File: src/rtl/arith_pkg.sv
// Shared arithmetic-library definitions: FSM state encoding for the
// multi-cycle units and elaboration-time helpers for digit sizing.
package arith_pkg;

    // Control states of the digit-serial arithmetic units
    typedef enum logic [1:0] {
        ST_IDLE = 2'd0,
        ST_RUN  = 2'd1,
        ST_DONE = 2'd2
    } state_t;

    // Width of a counter that must hold the values 0 .. n-1 (at least 1 bit)
    function automatic int cnt_width(input int n);
        return (n <= 2) ? 1 : $clog2(n);
    endfunction

    // True when a digit of d bits tiles a w-bit word exactly
    function automatic bit digit_fits(input int w, input int d);
        return (d > 0) && (w >= d) && ((w % d) == 0);
    endfunction

endpackage

File: src/rtl/serial_sub_if.sv
// Start/busy/done handshake plus operand and result bus of serial_sub.
interface serial_sub_if #(
    parameter int WIDTH = 8
) ();
    logic             start_in;
    logic [WIDTH-1:0] a_in;
    logic [WIDTH-1:0] b_in;
    logic             borrow_in;
    logic             signed_in;
    logic             busy_out;
    logic             done_out;
    logic [WIDTH-1:0] diff_out;
    logic             borrow_out;
    logic             overflow_out;

    // The subtractor itself
    modport slave (
        input  start_in, a_in, b_in, borrow_in, signed_in,
        output busy_out, done_out, diff_out, borrow_out, overflow_out
    );

    // Whoever issues requests and consumes results
    modport master (
        output start_in, a_in, b_in, borrow_in, signed_in,
        input  busy_out, done_out, diff_out, borrow_out, overflow_out
    );
endinterface

File: src/rtl/full_sub.sv
// One-bit full subtractor: diff = a - b - bin, bout set when the result
// needs a borrow from the next bit.
module full_sub (
    input  logic a,
    input  logic b,
    input  logic bin,
    output logic diff,
    output logic bout
);
    assign diff = a ^ b ^ bin;
    assign bout = (~a & b) | (~a & bin) | (b & bin);
endmodule

File: src/rtl/serial_sub_chain.sv
// Combinational DIGIT_W-bit borrow chain built from full_sub cells; it
// subtracts one digit of the operands per use.
module serial_sub_chain #(
    parameter int DIGIT_W = 1
) (
    input  logic [DIGIT_W-1:0] a,
    input  logic [DIGIT_W-1:0] b,
    input  logic               bin,
    output logic [DIGIT_W-1:0] diff,
    output logic               bout
);
    // Each cell keeps its own borrow nets; the chain links to the previous
    // cell by name so no single vector feeds back into itself.
    for (genvar gi = 0; gi < DIGIT_W; gi++) begin : g_cell
        logic cin;
        logic cout;
        if (gi == 0) begin : g_first
            assign cin = bin;
        end else begin : g_next
            assign cin = g_cell[gi-1].cout;
        end
        full_sub u_cell (
            .a    (a[gi]),
            .b    (b[gi]),
            .bin  (cin),
            .diff (diff[gi]),
            .bout (cout)
        );
    end

    assign bout = g_cell[DIGIT_W-1].cout;
endmodule

File: src/rtl/serial_sub.sv
// Digit-serial subtractor: A - B - borrow_in over WIDTH bits, DIGIT_W bits
// per clock, least significant digit first, with a start/busy/done handshake.
module serial_sub
    import arith_pkg::*;
#(
    parameter int WIDTH   = 8,
    parameter int DIGIT_W = 1
) (
    input  logic         clk_in,
    input  logic         rst_n_in,
    serial_sub_if.slave  bus
);
    localparam int N  = WIDTH / DIGIT_W;
    localparam int CW = cnt_width(N);

    // Reject digit sizes that do not tile the word, and degenerate widths
    if (!digit_fits(WIDTH, DIGIT_W) || (WIDTH < 2)) begin : g_bad_params
        $error("serial_sub: DIGIT_W must divide WIDTH and WIDTH must be >= 2");
    end

    state_t           state_reg;
    state_t           state_next;
    logic             accept;
    logic             step;
    logic             last;

    logic [WIDTH-1:0] a_reg;
    logic [WIDTH-1:0] b_reg;
    logic [WIDTH-1:0] diff_reg;
    logic [WIDTH-1:0] diff_shifted;
    logic [CW-1:0]    cnt_reg;
    logic             borrow_reg;
    logic             signed_reg;
    logic             a_msb_reg;
    logic             b_msb_reg;
    logic             borrow_out_reg;
    logic             overflow_reg;

    logic [DIGIT_W-1:0] digit_diff;
    logic               digit_borrow;

    // Current digit sits in the low bits of the shifting operand registers
    serial_sub_chain #(.DIGIT_W(DIGIT_W)) u_chain (
        .a    (a_reg[DIGIT_W-1:0]),
        .b    (b_reg[DIGIT_W-1:0]),
        .bin  (borrow_reg),
        .diff (digit_diff),
        .bout (digit_borrow)
    );

    // New result digits enter at the top so the LSB digit ends at bit 0
    if (N == 1) begin : g_single
        assign diff_shifted = digit_diff;
    end else begin : g_multi
        assign diff_shifted = {digit_diff, diff_reg[WIDTH-1:DIGIT_W]};
    end

    // State register
    always_ff @(posedge clk_in or negedge rst_n_in) begin
        if (!rst_n_in) begin
            state_reg <= ST_IDLE;
        end else begin
            state_reg <= state_next;
        end
    end

    // Next state and per-cycle strobes; DONE accepts a back-to-back start
    always_comb begin
        state_next = state_reg;
        accept     = 1'b0;
        step       = 1'b0;
        last       = 1'b0;
        case (state_reg)
            ST_IDLE: begin
                if (bus.start_in) begin
                    accept     = 1'b1;
                    state_next = ST_RUN;
                end
            end
            ST_RUN: begin
                step = 1'b1;
                last = (cnt_reg == CW'(N - 1));
                if (last) begin
                    state_next = ST_DONE;
                end
            end
            ST_DONE: begin
                if (bus.start_in) begin
                    accept     = 1'b1;
                    state_next = ST_RUN;
                end else begin
                    state_next = ST_IDLE;
                end
            end
            default: state_next = ST_IDLE;
        endcase
    end

    // Operand capture, digit stepping and final flag evaluation
    always_ff @(posedge clk_in or negedge rst_n_in) begin
        if (!rst_n_in) begin
            a_reg          <= '0;
            b_reg          <= '0;
            diff_reg       <= '0;
            cnt_reg        <= '0;
            borrow_reg     <= 1'b0;
            signed_reg     <= 1'b0;
            a_msb_reg      <= 1'b0;
            b_msb_reg      <= 1'b0;
            borrow_out_reg <= 1'b0;
            overflow_reg   <= 1'b0;
        end else if (accept) begin
            a_reg          <= bus.a_in;
            b_reg          <= bus.b_in;
            borrow_reg     <= bus.borrow_in;
            signed_reg     <= bus.signed_in;
            a_msb_reg      <= bus.a_in[WIDTH-1];
            b_msb_reg      <= bus.b_in[WIDTH-1];
            cnt_reg        <= '0;
            borrow_out_reg <= 1'b0;
            overflow_reg   <= 1'b0;
        end else if (step) begin
            a_reg      <= a_reg >> DIGIT_W;
            b_reg      <= b_reg >> DIGIT_W;
            diff_reg   <= diff_shifted;
            borrow_reg <= digit_borrow;
            cnt_reg    <= cnt_reg + CW'(1);
            if (last) begin
                // Top digit just computed: its MSB is the result sign bit
                borrow_out_reg <= digit_borrow;
                overflow_reg   <= signed_reg & (a_msb_reg ^ b_msb_reg)
                                  & (digit_diff[DIGIT_W-1] ^ a_msb_reg);
            end
        end
    end

    assign bus.busy_out     = (state_reg == ST_RUN);
    assign bus.done_out     = (state_reg == ST_DONE);
    assign bus.diff_out     = diff_reg;
    assign bus.borrow_out   = borrow_out_reg;
    assign bus.overflow_out = overflow_reg;

endmodule

File: src/flat_wrapper.sv
// flat-port wrapper written by rule: the top's interface ports become plain ports
module serial_sub_flat import arith_pkg::*;
#(
    parameter int WIDTH   = 8,
    parameter int DIGIT_W = 1
)
  (clk_in, rst_n_in, bus_start_in, bus_a_in, bus_b_in, bus_borrow_in, bus_signed_in, bus_busy_out, bus_done_out, bus_diff_out, bus_borrow_out, bus_overflow_out);
  serial_sub_if #(.WIDTH(WIDTH)) bus_i ();
  input  logic clk_in;
  input  logic rst_n_in;
  input wire logic [$bits(bus_i.start_in)-1:0] bus_start_in;
  input wire logic [$bits(bus_i.a_in)-1:0] bus_a_in;
  input wire logic [$bits(bus_i.b_in)-1:0] bus_b_in;
  input wire logic [$bits(bus_i.borrow_in)-1:0] bus_borrow_in;
  input wire logic [$bits(bus_i.signed_in)-1:0] bus_signed_in;
  output wire logic [$bits(bus_i.busy_out)-1:0] bus_busy_out;
  output wire logic [$bits(bus_i.done_out)-1:0] bus_done_out;
  output wire logic [$bits(bus_i.diff_out)-1:0] bus_diff_out;
  output wire logic [$bits(bus_i.borrow_out)-1:0] bus_borrow_out;
  output wire logic [$bits(bus_i.overflow_out)-1:0] bus_overflow_out;
  assign bus_i.start_in = bus_start_in;
  assign bus_i.a_in = bus_a_in;
  assign bus_i.b_in = bus_b_in;
  assign bus_i.borrow_in = bus_borrow_in;
  assign bus_i.signed_in = bus_signed_in;
  assign bus_busy_out = bus_i.busy_out;
  assign bus_done_out = bus_i.done_out;
  assign bus_diff_out = bus_i.diff_out;
  assign bus_borrow_out = bus_i.borrow_out;
  assign bus_overflow_out = bus_i.overflow_out;
  serial_sub #(.WIDTH(WIDTH), .DIGIT_W(DIGIT_W)) u_core (.clk_in(clk_in), .rst_n_in(rst_n_in), .bus(bus_i));
endmodule
File: config.mk
export PLATFORM = sky130hd
export DESIGN_NAME = serial_sub_flat
export DESIGN_NICKNAME = d
export VERILOG_FILES = /design/src/rtl/arith_pkg.sv /design/src/rtl/serial_sub_if.sv /design/src/rtl/full_sub.sv /design/src/rtl/serial_sub_chain.sv /design/src/rtl/serial_sub.sv /design/src/flat_wrapper.sv
export SDC_FILE = /design/constraint.sdc
export NUM_CORES = 1
export LEC_CHECK = 0
export CORE_MARGIN = 2
export CORE_UTILIZATION = 30
export DETAILED_ROUTE_END_ITERATION = 16
export PLACE_DENSITY = 0.62
export SKIP_LAST_GASP = 1
export SLEW_MARGIN = 5
export SYNTH_ARGS = -nofsm -noshare
export SYNTH_HDL_FRONTEND = slang
export SYNTH_SLANG_ARGS = --single-unit
File: constraint.sdc
create_clock -name clk_in -period 1.5 [get_ports clk_in]
set_clock_uncertainty 0.2 [all_clocks]
set_input_delay 0.3 -clock clk_in [delete_from_list [all_inputs] [get_ports clk_in]]
set_output_delay 0.3 -clock clk_in [all_outputs]
set_load 0.005 [all_outputs]
==> results of run 1 <==
[worst min-delay path by stage]
stage	startpoint	endpoint	slack, ns	depth (start not counted)
floorplan	rst_n_in	u_core.a_msb_reg$_DFFE_PN0P_	-0.20	0
global placement	u_core.signed_reg$_DFFE_PN0P_	u_core.signed_reg$_DFFE_PN0P_	0.25	2
detailed placement	u_core.signed_reg$_DFFE_PN0P_	u_core.signed_reg$_DFFE_PN0P_	0.26	2
CTS	rst_n_in	u_core.state_reg[0]$_DFFE_PN0P_	0.20	2
global route	rst_n_in	u_core.state_reg[0]$_DFFE_PN0P_	0.21	2
finish	rst_n_in	u_core.bus.diff_out[5]$_DFFE_PN0P_	0.19	2
[area by class of cell]
| cell class | count | share of cell area [%] |
|---|---|---|
| clock buffers | 6 | 3.93 |
| clock inverters | 1 | 0.238 |
| inverters | 2 | 0.595 |
| multi-input cells | 110 | 28.1 |
| flip-flops and latches | 35 | 41.6 |
| well taps | 67 | 3.99 |
| repair buffers | 48 | 21.5 |
[placed cells by master (no fill, tap or decap)]
cell | synthesis | layout
a21oi_2 | 0 | 1
a221o_1 | 1 | 1
a22o_1 | 4 | 4
a22oi_1 | 3 | 3
a31oi_1 | 10 | 10
and3b_1 | 2 | 1
and3b_2 | 0 | 1
buf_12 | 0 | 2
buf_2 | 7 | 1
buf_4 | 0 | 13
buf_6 | 3 | 1
clkbuf_8 | 0 | 6
clkdlybuf4s15_1 | 0 | 1
clkdlybuf4s50_1 | 0 | 20
clkinv_2 | 0 | 1
dfrtp_1 | 35 | 35
dlygate4sd2_1 | 0 | 10
fa_1 | 1 | 1
ha_2 | 0 | 1
ha_4 | 0 | 1
inv_2 | 0 | 1
inv_6 | 1 | 1
mux2i_1 | 1 | 1
nand2_1 | 56 | 56
nand2b_1 | 2 | 1
nand2b_4 | 0 | 1
nand3_1 | 4 | 4
nor2_1 | 14 | 13
nor2_2 | 0 | 1
nor2b_1 | 2 | 1
nor2b_2 | 0 | 1
nor3_1 | 2 | 2
o21ai_0 | 3 | 3
o22ai_1 | 2 | 1
o22ai_2 | 0 | 1
[power by group]
group | switching, mW | internal, mW
sequential | 0.250 | 1.39
clock | 0.323 | 0.360
combinational | 0.913 | 0.917
[critical path, delay by kind of cell (launching register included)]
kind | cells | cell delay (ns)
flops | 1 | 0.34
simple gates | 1 | 0.18
compound gates | 2 | 0.18
fa+ha+maj | 1 | 0.58
buf+inv | 1 | 0.05
[repair_timing]
action,4_1_cts,5_1_grt
buffers inserted,8,0
setup endpoints to repair,20,10
pin swaps,1,2
hold endpoints to repair,0,0
gates cloned,0,0
hold buffers,0,0
gates resized for setup,20,7
[layer usage]
layer  part of all wire [%]  vias to the layer above  track usage, %
met2                     46                       40            20.8
met3                    6.0                        6            4.95
met5                      0                        -               0
li1                       -                      608               -
met1                     46                      573            16.6
met4                    1.3                        0            4.76
[kinds of logic after synthesis]
logic type                 share of synthesized area, %
AOI/OAI and AO/OA                                  10.8
adders and majority gates                          2.98
buffers and inverters                              5.38
DFF                                                58.0
muxes                                             0.663
and+or+nand+nor                                    22.2
[through the flow]
step / power (mW) / std cells / hold slack [ns]
CTS: 4.11 / 269 / 0.201
finish: 4.15 / 269 / 0.188
global placement: 3.31 / 254 / 0.253
detailed placement: 3.35 / 254 / 0.262
global route: 4.51 / 269 / 0.214
floorplan: 2.75 / 157 / -0.196
==> results.md, run 1 <==
* Yosys reg bits at 35
* Sink count of the clock tree at 35
* EDFF count, synth at 0
* Leading cell type by number of instances after synthesis: nand2_1
* Worst slew margin relative to its limit at 83.2%
* Clock root cell: clkbuf_8
* Top achievable clock speed at 621 MHz
* Post-synthesis cell area at 1510 µm²
* Proportion of synthesized chip area in sequential cells at 58.0%
* Area of combinational cells with multiple inputs at 592 µm²
* Most numerous cell types in the synthesized netlist: nand2_1 (56), dfrtp_1 (35), nor2_1 (14)
* DRT Pass-1 Iters at 4
* Net count after synthesis at 181
* Starting density of the core at 31.6%
* Setup TNS at -0.224 ns
* CTS max path bufs at 2
* Static leakage power at 1.01 nW
* Timing startpoint of the critical path: u_core.a_reg[0]$_DFFE_PN0P_
* Area after DPL at 1930 µm²
* Type of element capturing the critical path: flop
* Hold/Removal Path Class: in2async
* Detailed router's first-iteration violation count at 80
* Setup WS post-layout at -0.111 ns
* # fillers at 477
* Yosys cell types at 22
* Largest stage delay on the critical path at 0.58 ns
* Level count of the clock H-tree at 2
* Cell depth of the worst flop-to-flop path at 5
* Crit share post-route at 107%
* Final number of hold-violating endpoints at 0
* Number of core rows at 25
* Dominant cell type by area after synthesis: dfrtp_1
* Total power divided by cell area at 1970 nW/µm²
* Actual transition at the worst max-transition pin at 0.252 ns
* Critical-path cell with the highest stage delay: fa_1
* List of cells traversed by the critical path: inv_2 > fa_1 > and3b_1 > a21oi_2 > o22ai_1
* Critical path destination: u_core.bus.overflow_out$_DFFE_PN0P_
* # DRC at 0
* Run status: complete, but fails checks
* GRT Residual Overflow at 0
* First-pass GRT wire length at 5510 µm
* Layout Area Growth over Synthesis at 39.3%
* Insertion delay of the later-clocked pin in the worst-skew pair at 0.28 ns
* Flop2flop setup slack at -0.11 ns
* Most used flip-flop cell after synthesis: dfrtp_1
* Synthesized instance count at 157
* Total vias in the final route at 1227
* Combined flip-flop and latch cell area at 876 µm²
* Port buffer count at 32
* Clk slew on worst S/H paths at 0.07 ns
* Critical Path Source Type: flop
* Minimum setup slack after placement at -0.178 ns
* Worst EP arrival at 1.61 ns
* Crit path required time at 1.50 ns
* CTS tree: yes
* RSZ-0062 raised after global routing: true
* Area share of the leading cell type in the synthesized netlist at 58.0%
* Critical path class: reg2reg
* Max IR drop VDD at 542 µV
* Worst R2R Start: u_core.a_reg[0]$_DFFE_PN0P_
* Initial antenna violation count at 0
* Final count of negative-setup-slack endpoints at 3
* Core Region at 4790 µm²
* Wire per inst at 12.0 µm
* Final min period at 1.61 ns
* Top post-synthesis cells by area: dfrtp_1 (58%), nand2_1 (14%), a31oi_1 (4.1%)
* Crit-path max FO at 3
* Pin count of the biggest net entering global routing at 36
* Total length of routed wires at 3240 µm
* TritonCTS buffer count at 5
* Final standard cell area without fillers at 2100 µm²
* Die Span Y at 75.0 µm
* Die Width at 75.0 µm
* Pins Over Slew Limit at 0
* Share of synthesized registers carrying an async set or reset at 100%
* Fraction of layout instances using a drive strength above 1 at 16.8%
* Vias in the first global route at 1225
* Final estimated routing congestion in global placement at 0.703
* Final core area utilization at 43.9%
* Num ports at 33
* Post-detail-place hpwl at 2080 µm
* Die area at 5620 µm²
* Failing checks: setup timing
* Net count reported at finish at 226
* Number of maximum-capacitance constraint violations at 0
* DR vias/cell at 4.56
* # diodes at 0
* Mean instance size in the synthesized netlist at 9.62 µm²
* Endpoint of the worst-slack reg-to-reg timing path: u_core.bus.overflow_out$_DFFE_PN0P_
* Antenna-violating nets left at 0
* Yosys warns at 0
* Combined global-route utilization of all metal layers at 13.2%
(Power assumes the default switching activity.)
==> run 2, diff against run 1 <==
- CTS_CLUSTER_SIZE: default -> 24
- GPL_TIMING_DRIVEN: default -> 0
- MAX_ROUTING_LAYER: default -> met4
==> run 2 against run 1 <==
Effect of this change:
- sequential cell count is the same
- wire length increased by 7.7%
- die area did not move
- global-route usage increased by 0.91 points
- the flow still finishes with violations (setup timing)
==> results.md, run 2 (synthesis results as in run 1) <==
* Starting density of the core at 31.6%
* GRT Residual Overflow at 0
* Antenna-violating nets left at 0
* TritonCTS buffer count at 5
* DR vias/cell at 4.55
* Crit path required time at 1.51 ns
* Fraction of layout instances using a drive strength above 1 at 19.3%
* # fillers at 475
* Critical Path Source Type: flop
* Worst R2R Start: u_core.borrow_reg$_DFFE_PN0P_
* Layout Area Growth over Synthesis at 41.3%
* Worst EP arrival at 1.65 ns
* Most common library cell in the layout ignoring fill and taps: nand2_1
* Minimum setup slack after placement at -0.409 ns
* Final estimated routing congestion in global placement at 0.813
* Initial antenna violation count at 0
* Combined global-route utilization of all metal layers at 14.1%
* Final min period at 1.64 ns
* Final number of hold-violating endpoints at 0
* Run status: complete, but fails checks
* Cell depth of the worst flop-to-flop path at 4
* CTS tree: yes
* Area of combinational cells with multiple inputs at 596 µm²
* Fraction of power consumed by the clock network at 17.1%
* Crit-path max FO at 3
* Final core area utilization at 44.6%
* Max IR drop VDD at 800 µV
* Hold/Removal Path Class: reg2reg
* Pins Over Slew Limit at 0
* Sink count of the clock tree at 35
* Critical path class: reg2reg
* Insertion delay of the later-clocked pin in the worst-skew pair at 0.29 ns
* Total length of routed wires at 3490 µm
* Final instance count without filler cells at 274
* Worst slew margin relative to its limit at 67.4%
* Port buffer count at 32
* Top achievable clock speed at 611 MHz
* Final count of negative-setup-slack endpoints at 3
* DRT Pass-1 Iters at 4
* # diodes at 0
* Number of maximum-capacitance constraint violations at 0
* Failing checks: setup timing
* Actual transition at the worst max-transition pin at 0.489 ns
* Die Width at 75.0 µm
* Number of placed instances, taps included at 256
* Net count reported at finish at 230
* Clock root cell: clkbuf_8
* CTS max path bufs at 2
* Pin count of the biggest net entering global routing at 36
* # DRC at 0
* Clk slew on worst S/H paths at 0.07 ns
* Leading cell types in the layout, fill and taps excluded: nand2_1 (56), dfrtp_1 (34), clkdlybuf4s50_1 (19)
* Min-Delay Path Depth at 2
* Total vias in the final route at 1248
* Static leakage power at 1.02 nW
* Setup TNS at -0.248 ns
* Type of element capturing the critical path: flop
* Num ports at 33
* Comb power frac at 45.4%
* Die Span Y at 75.0 µm
* Final total power at 4.38 mW
* Vias in the first global route at 1195
* Detailed router's first-iteration violation count at 112
* Crit share post-route at 109%
* Launch instance of the worst min-delay path: u_core.signed_reg$_DFFE_PN0P_
* Core Region at 4790 µm²
* Level count of the clock H-tree at 2
* Die area at 5620 µm²
* Wire per inst at 12.7 µm
* Internal power at 2.81 mW
* Net switching power figure at 1.57 mW
* Timing startpoint of the critical path: u_core.borrow_reg$_DFFE_PN0P_
* Net switching share of the total power at 35.9%
* RSZ-0062 raised after global routing: true
* Power share of the sequential group at 37.5%
* Number of core rows at 25
* Total power divided by cell area at 2050 nW/µm²
* Setup WS post-layout at -0.137 ns
* First-pass GRT wire length at 5640 µm
* Post-detail-place hpwl at 2230 µm
* Combined flip-flop and latch cell area at 877 µm²
-- run 2: cell count changes in the layout (fill, tap and decap cells not counted), sizes merged --
cell,change
clkbuf,+4
clkdlybuf4s50,-1
buf,+3
clkdlybuf4s15,-1
clkinv,-1
dlygate4sd3,+1
-- run 2: path summary, 6_finish.rpt --
kind	slack, ns	endpoint
max in group asynchronous	0.40	u_core.state_reg[0]$_DFFE_PN0P_
worst max register to register	-0.14	u_core.bus.overflow_out$_DFFE_PN0P_
worst max-delay path	-0.14	u_core.bus.overflow_out$_DFFE_PN0P_
worst min-delay path	0.27	u_core.signed_reg$_DFFE_PN0P_
worst min register to register	0.27	u_core.signed_reg$_DFFE_PN0P_
min in group asynchronous	0.34	u_core.bus.diff_out[5]$_DFFE_PN0P_
-- run 2: metrics by stage --
| step | cell area [µm²] | hold WS, ns |
|---|---|---|
| final | 2130 | 0.274 |
| after floorplan | 1510 | -0.196 |
| after detailed placement | 1910 | 0.226 |
| after CTS | 2100 | 0.276 |
| after global routing | 2130 | 0.308 |
| after global placement | 1920 | 0.253 |
-- run 2: metal layers --
layer  global-route usage (%)  up-vias  wire [µm]
met1                     19.6      580       1660
met5                        -        -          0
li1                         -      619          -
met2                     19.5       44       1570
met4                     5.36        0         42
met3                     3.75        5        207
-- run 2: critical path, stage by stage, from the launching register on --
cell	delay [ns]
dfrtp_1	0.40
fa_1	0.59
and3b_1	0.19
a21oi_2	0.04
o22ai_1	0.14
-- run 2: final cells by class --
| class | count | share of cell area [%] |
|---|---|---|
| sequential | 35 | 41.1 |
| multi-input combinational | 110 | 27.9 |
| timing repair buffer | 44 | 18.6 |
| clock buffer | 8 | 4.69 |
| tap | 67 | 3.93 |
| buffer | 8 | 3.05 |
| inverter | 2 | 0.703 |
-- run 2: repair_timing --
item / 4_1_cts / 5_1_grt
setup buffers: 11 / 0
gates resized for setup: 23 / 14
cloned: 0 / 0
hold buffers: 1 / 0
endpoints found under the setup margin: 14 / 64
pin swaps: 0 / 3
hold endpoints to repair: 35 / 0
-- run 2: power groups by stage --
stage	sequential (mW)	combinational, mW	clock (mW)
after global routing	1.69	2.26	0.800
after detailed placement	1.66	1.75	0
after floorplan	1.62	1.13	0
after CTS	1.62	1.93	0.758
after global placement	1.65	1.71	0
final	1.64	1.99	0.750
==> run 3, diff against run 2 <==
- CTS_CLUSTER_SIZE: 24 -> 10
==> results of run 3 <==
Same layout as run 2: the final DEF is identical, and so are final timing and power.
